**src/rtl/mem_port_arbiter.sv**
```systemverilog
// mem_port_arbiter: shares one physical memory port between fetch (I) and
// memory-stage data (D) requesters. Data has priority because it belongs to
// the older instruction. A streak counter hands the port to a waiting fetch
// after MAX_D_STREAK consecutive data grants. Grants are registered, and the
// granted request is latched so pmem outputs hold steady for the whole access.
//
//   state   | meaning
//   --------+--------------------------------------------------------------
//   IDLE    | arbitration cycle; grant latches request, pmem strobes low
//   SERVE_I | fetch read in flight; pmem_resp forwarded to i_resp
//   SERVE_D | data read/write in flight; pmem_resp forwarded to d_resp
module mem_port_arbiter #(
  parameter int DATA_W       = 16,
  parameter int MAX_D_STREAK = 4
) (
  input  logic              clk,
  input  logic              reset,
  input  logic              i_read,
  input  logic [DATA_W-1:0] i_addr,
  output logic [DATA_W-1:0] i_rdata,
  output logic              i_resp,
  input  logic              d_read,
  input  logic              d_write,
  input  logic [1:0]        d_wmask,
  input  logic [DATA_W-1:0] d_addr,
  input  logic [DATA_W-1:0] d_wdata,
  output logic [DATA_W-1:0] d_rdata,
  output logic              d_resp,
  output logic              pmem_read,
  output logic              pmem_write,
  output logic [1:0]        pmem_wmask,
  output logic [DATA_W-1:0] pmem_addr,
  output logic [DATA_W-1:0] pmem_wdata,
  input  logic [DATA_W-1:0] pmem_rdata,
  input  logic              pmem_resp
);

  // A zero MAX_D_STREAK still needs a 1-bit counter; it simply never leaves 0.
  localparam int STREAK_W = (MAX_D_STREAK < 1) ? 1 : $clog2(MAX_D_STREAK + 1);
  localparam logic [STREAK_W-1:0] STREAK_MAX = STREAK_W'(MAX_D_STREAK);
  localparam bit OVERRIDE_EN = (MAX_D_STREAK != 0);

  typedef enum logic [1:0] {
    IDLE    = 2'd0,
    SERVE_I = 2'd1,
    SERVE_D = 2'd2
  } arbState_t;

  arbState_t           state;
  arbState_t           stateNext;
  logic                grantI;
  logic                grantD;
  logic                dPending;
  logic [STREAK_W-1:0] dStreak;
  logic [DATA_W-1:0]   latAddr;
  logic [DATA_W-1:0]   latWdata;
  logic [1:0]          latWmask;
  logic                latRead;
  logic                latWrite;
  logic                serving;

  assign dPending = d_read | d_write;
  assign serving  = (state != IDLE);

  // State register.
  always_ff @(posedge clk) begin
    if (reset) begin
      state <= IDLE;
    end else begin
      state <= stateNext;
    end
  end

  // Arbitration in IDLE and completion detection while serving.
  always_comb begin
    stateNext = state;
    grantI    = 1'b0;
    grantD    = 1'b0;
    unique case (state)
      IDLE: begin
        if (dPending && i_read) begin
          if (OVERRIDE_EN && (dStreak == STREAK_MAX)) begin
            grantI = 1'b1;
          end else begin
            grantD = 1'b1;
          end
        end else if (dPending) begin
          grantD = 1'b1;
        end else if (i_read) begin
          grantI = 1'b1;
        end
        if (grantI) begin
          stateNext = SERVE_I;
        end else if (grantD) begin
          stateNext = SERVE_D;
        end
      end
      SERVE_I: begin
        if (pmem_resp) begin
          stateNext = IDLE;
        end
      end
      SERVE_D: begin
        if (pmem_resp) begin
          stateNext = IDLE;
        end
      end
      default: begin
        stateNext = IDLE;
      end
    endcase
  end

  // Capture the granted request and its op; write wins over read for D.
  always_ff @(posedge clk) begin
    if (reset) begin
      latAddr  <= '0;
      latWdata <= '0;
      latWmask <= '0;
      latRead  <= 1'b0;
      latWrite <= 1'b0;
    end else if (grantI) begin
      latAddr  <= i_addr;
      latRead  <= 1'b1;
      latWrite <= 1'b0;
    end else if (grantD) begin
      latAddr  <= d_addr;
      latWdata <= d_wdata;
      latWmask <= d_wmask;
      latRead  <= d_read & ~d_write;
      latWrite <= d_write;
    end
  end

  // Count data grants that made a fetch wait; saturates at the limit.
  always_ff @(posedge clk) begin
    if (reset) begin
      dStreak <= '0;
    end else if (grantI) begin
      dStreak <= '0;
    end else if (grantD) begin
      if (!i_read) begin
        dStreak <= '0;
      end else if (dStreak != STREAK_MAX) begin
        dStreak <= dStreak + STREAK_W'(1);
      end
    end
  end

  // Strobes only while serving, so they drop the cycle after completion.
  always_comb begin
    pmem_read  = latRead & serving;
    pmem_write = latWrite & serving;
    pmem_wmask = latWmask;
    pmem_addr  = latAddr;
    pmem_wdata = latWdata;
    i_resp     = (state == SERVE_I) & pmem_resp;
    d_resp     = (state == SERVE_D) & pmem_resp;
    i_rdata    = pmem_rdata;
    d_rdata    = pmem_rdata;
  end

endmodule

```
**config.mk**
```make
export PLATFORM = sky130hd
export DESIGN_NAME = mem_port_arbiter
export DESIGN_NICKNAME = d
export VERILOG_FILES = /design/src/rtl/mem_port_arbiter.sv
export SDC_FILE = /design/constraint.sdc
export NUM_CORES = 1
export LEC_CHECK = 0
export ABC_AREA = 1
export ABC_CLOCK_PERIOD_IN_PS = 3040
export CAP_MARGIN = 20
export CORE_AREA = 2 2 78 80
export CTS_CLUSTER_DIAMETER = 200
export DETAILED_ROUTE_END_ITERATION = 7
export DIE_AREA = 0 0 80 82
export PLACE_DENSITY_LB_ADDON = 0.05
export SETUP_SLACK_MARGIN = 0.3
export SKIP_CTS_REPAIR_TIMING = 1
export SLEW_MARGIN = 20
export SYNTH_ARGS = -nofsm -noshare
export SYNTH_HDL_FRONTEND = slang
export SYNTH_SLANG_ARGS = --single-unit
```
**constraint.sdc**
```tcl
create_clock -name clk -period 3.04 [get_ports clk]
set_input_delay 0.456 -clock clk [delete_from_list [all_inputs] [get_ports clk]]
set_output_delay 0.456 -clock clk [all_outputs]
set_load 0.1 [all_outputs]
```
==> metrics.md <==
| Metric | Value |
|---|---|
| Core ar. | 5750 um2 |
| Initial antenna violation count | 0 |
| Worst setup path endpoint | pmem_read |
| GRT Util Overall | 0.160 |
| Port Buffers | 93 |
| CTS tree | done |
| Clock latency at the later pin of the worst-skew pair | 0.29 ns |
| Sequential cell area fraction in the yosys report | 0.366 |
| Final nets | 444 |
| Synth Cell Area | 2240 um2 |
| WP data arrival | 1.65 ns |
| Crit path max fanout | 13 |
| RSZ-0062 raised after global routing | no |
| Setup ws final | 0.933 ns |
| Worst vdd ir | 0.433 mV |
| Placer Congestion | 0.736 |
| Number of global-route vias before repair | 1907 |
| Total Power | 2.26 mW |
| Fmax | 0.475 GHz |
| Row cnt | 28 |
| Endpoints failing hold | 0 |
| Flop-to-flop setup slack | 1.06 ns |
| Syn avg cell area | 7.21 um2 |
| Final Cycle Share | 0.693 |
| Post-synthesis cell type count | 20 |
| Static Leak | 1.35 nW |
| Starting DRT DRC Count | 48 |
| Yosys warns | 0 |
| Pin count of the biggest net entering global routing | 23 |
| Full die area | 6560 um2 |
| CP Capture Type | primary output |
| Pwr Density | 773 nW/um2 |
| Reg2reg start | state[0]$_SDFFE_PP0P_ |
| Overflow after GRT | 0 |
| Chip width | 80 um |
| R2r endpoint | dStreak[0]$_SDFFE_PP0P_ |
| Post-route ant nets | 0 |
| Area post-placement | 2840 um2 |
| Final Hold Slack | 0.468 ns |
| Layout Skew | 0.00242 ns |
| Setup violators final | 0 |
| Startpoint Class | register |
| Pre-CTS WS | 0.791 ns |
| DRT Wirelength | 5.35 mm |
| Synth Net Count | 388 |
| H-Tree Level Count | 2 |
| Reg clk slew, reported paths | 0.08 ns |
| Setup TNS | 0 ns |
| DR WL/cell | 12.1 um |
| Worst min path class | reg -> reg |
| Synth top area cells | dfxtp_1 (37%), buf_4 (12%), nand2_1 (12%) |
| Critical path class | reg -> out |
| Final HPWL DP | 3.80 mm |
| Boundary pin count | 142 |
| Layout Area Growth over Synthesis | 30.6% |
| Layout cells sized above 1 | 0.158 |
| Drt drc | 0 |
| Max Cap Viol | 0 |
| Die height | 82 um |
| Final Max Slew Viols | 0 |
| First-pass GRT wire length | 8.29 mm |
| Sink Count | 41 |
| Via-per-instance ratio | 4.49 |
| Post-Syn Instances | 311 |
| Routed vias | 1991 |
| Slew margin rel. | 0.572 |
| Final instance area | 2930 um2 |
| Clock tree buffer depth | 2 |
| FF-to-FF path depth | 6 |
| Worst-margin pin slew | 0.642 ns |
| Synth area leader | dfxtp_1 |
| TritonCTS buffer count | 5 |
| Beginning of the critical path | state[0]$_SDFFE_PP0P_ |
| Router iterations before antenna repair | 4 |
| CTS root buffer | clkbuf_8 |
| Starting Density | 0.390 |
| Req. time, crit path | 2.58 ns |
| Diodes inserted | 0 |
| Synth Register Bits | 41 |
| Run status | complete, no violations |
| Yosys top cell area share | 0.366 |
| Period minus WS final | 2.11 ns |
## sequential cells by signal, indices dropped and copies added (netlist names)
| register | cells |
|---|---|
| pmem_wdata | 16 |
| dStreak | 3 |
| state | 2 |
| latWrite | 1 |
| pmem_addr | 16 |
| pmem_wmask | 2 |
| latRead | 1 |
## how the worst min path moves through the flow
stage	startpoint	end	slack (ns)	depth (start not counted)
after floorplan	latWrite$_SDFFE_PP0P_	latWrite$_SDFFE_PP0P_	0.44	2
after global placement	pmem_wdata[0]$_SDFFE_PP0P_	pmem_wdata[0]$_SDFFE_PP0P_	0.45	2
after detailed placement	pmem_wdata[9]$_SDFFE_PP0P_	pmem_wdata[9]$_SDFFE_PP0P_	0.46	2
after CTS	pmem_wdata[9]$_SDFFE_PP0P_	pmem_wdata[9]$_SDFFE_PP0P_	0.47	2
after global routing	pmem_wdata[15]$_SDFFE_PP0P_	pmem_wdata[15]$_SDFFE_PP0P_	0.48	2
final	pmem_wdata[6]$_SDFFE_PP0P_	pmem_wdata[6]$_SDFFE_PP0P_	0.47	2
## per-layer routing
layer | track usage | share of wire | up-vias
met3 | 0.0593 | 0.077 | 8
li1 | - | - | 1050
met2 | 0.286 | 0.48 | 63
met1 | 0.178 | 0.43 | 870
met5 | 0 | 0 | -
met4 | 0.0508 | 0.014 | 0
## Yosys cell counts
| master | n |
|---|---|
| nand2_1 | 72 |
| dfxtp_1 | 41 |
| buf_4 | 37 |
| inv_1 | 34 |
| a21oi_1 | 32 |
| nor2_1 | 28 |
| nand3_1 | 19 |
| o21ai_0 | 12 |
| nand3b_1 | 10 |
| buf_6 | 5 |
| clkbuf_1 | 5 |
| ha_1 | 5 |
| nand3_4 | 3 |
| nand2_2 | 2 |
| inv_2 | 1 |
| nand2_4 | 1 |
| nor3_2 | 1 |
| o21ai_1 | 1 |
| o21ai_2 | 1 |
| xor2_1 | 1 |
## final cells by class
type,count,area [um2]
Multi-Input combinational cell,188,937
Clock inverter,3,17.5
Clock buffer,5,68.8
Sequential cell,41,821
Timing Repair Buffer,96,858
Tap cell,75,93.8
Fill cell,583,2820
Inverter,35,131
## cells in the final DEF (no fill, tap or decap)
cell and count:
nand2_1 72, clkdlybuf4s50_1 55, dfxtp_1 41, buf_4 41, inv_1 34, a21oi_1 32, nor2_1 28, nand3_1 19
o21ai_0 12, nand3b_1 10, ha_1 5, clkbuf_8 5, nand3_4 3, nand2_2 2, clkinv_2 2, nand2_4 1
inv_2 1, o21ai_1 1, xor2_1 1, o21ai_2 1, nor3_2 1, clkinvlp_4 1
## worst max-delay path, stage by stage (launching register included)
cell and delay [ns]:
dfxtp_1 0.33, inv_1 0.08, ha_1 0.57, nor2_1 0.12, buf_4 0.26
## metrics by stage
stage / util / cells
2_1_floorplan: - / 311
3_3_place_gp: 0.495 / 435
3_5_place_dp: 0.495 / 435
4_1_cts: 0.510 / 443
5_1_grt: 0.510 / 443
6_report: 0.510 / 443
## logic make-up after synthesis
| logic type | after synthesis | synth area share |
|---|---|---|
| simple gates | 136 | 0.282 |
| buf+inv | 82 | 0.216 |
| compound gates | 46 | 0.104 |
| flops | 41 | 0.366 |
| fa+ha+maj | 5 | 0.0279 |
| xor+xnor | 1 | 0.00391 |
## power breakdown
part           switching, mW  internal, mW  total, mW
registers             0.0514         0.632      0.683
logic                  0.942         0.291       1.23
clock network          0.189         0.158      0.348
(Power assumes the default switching activity.)
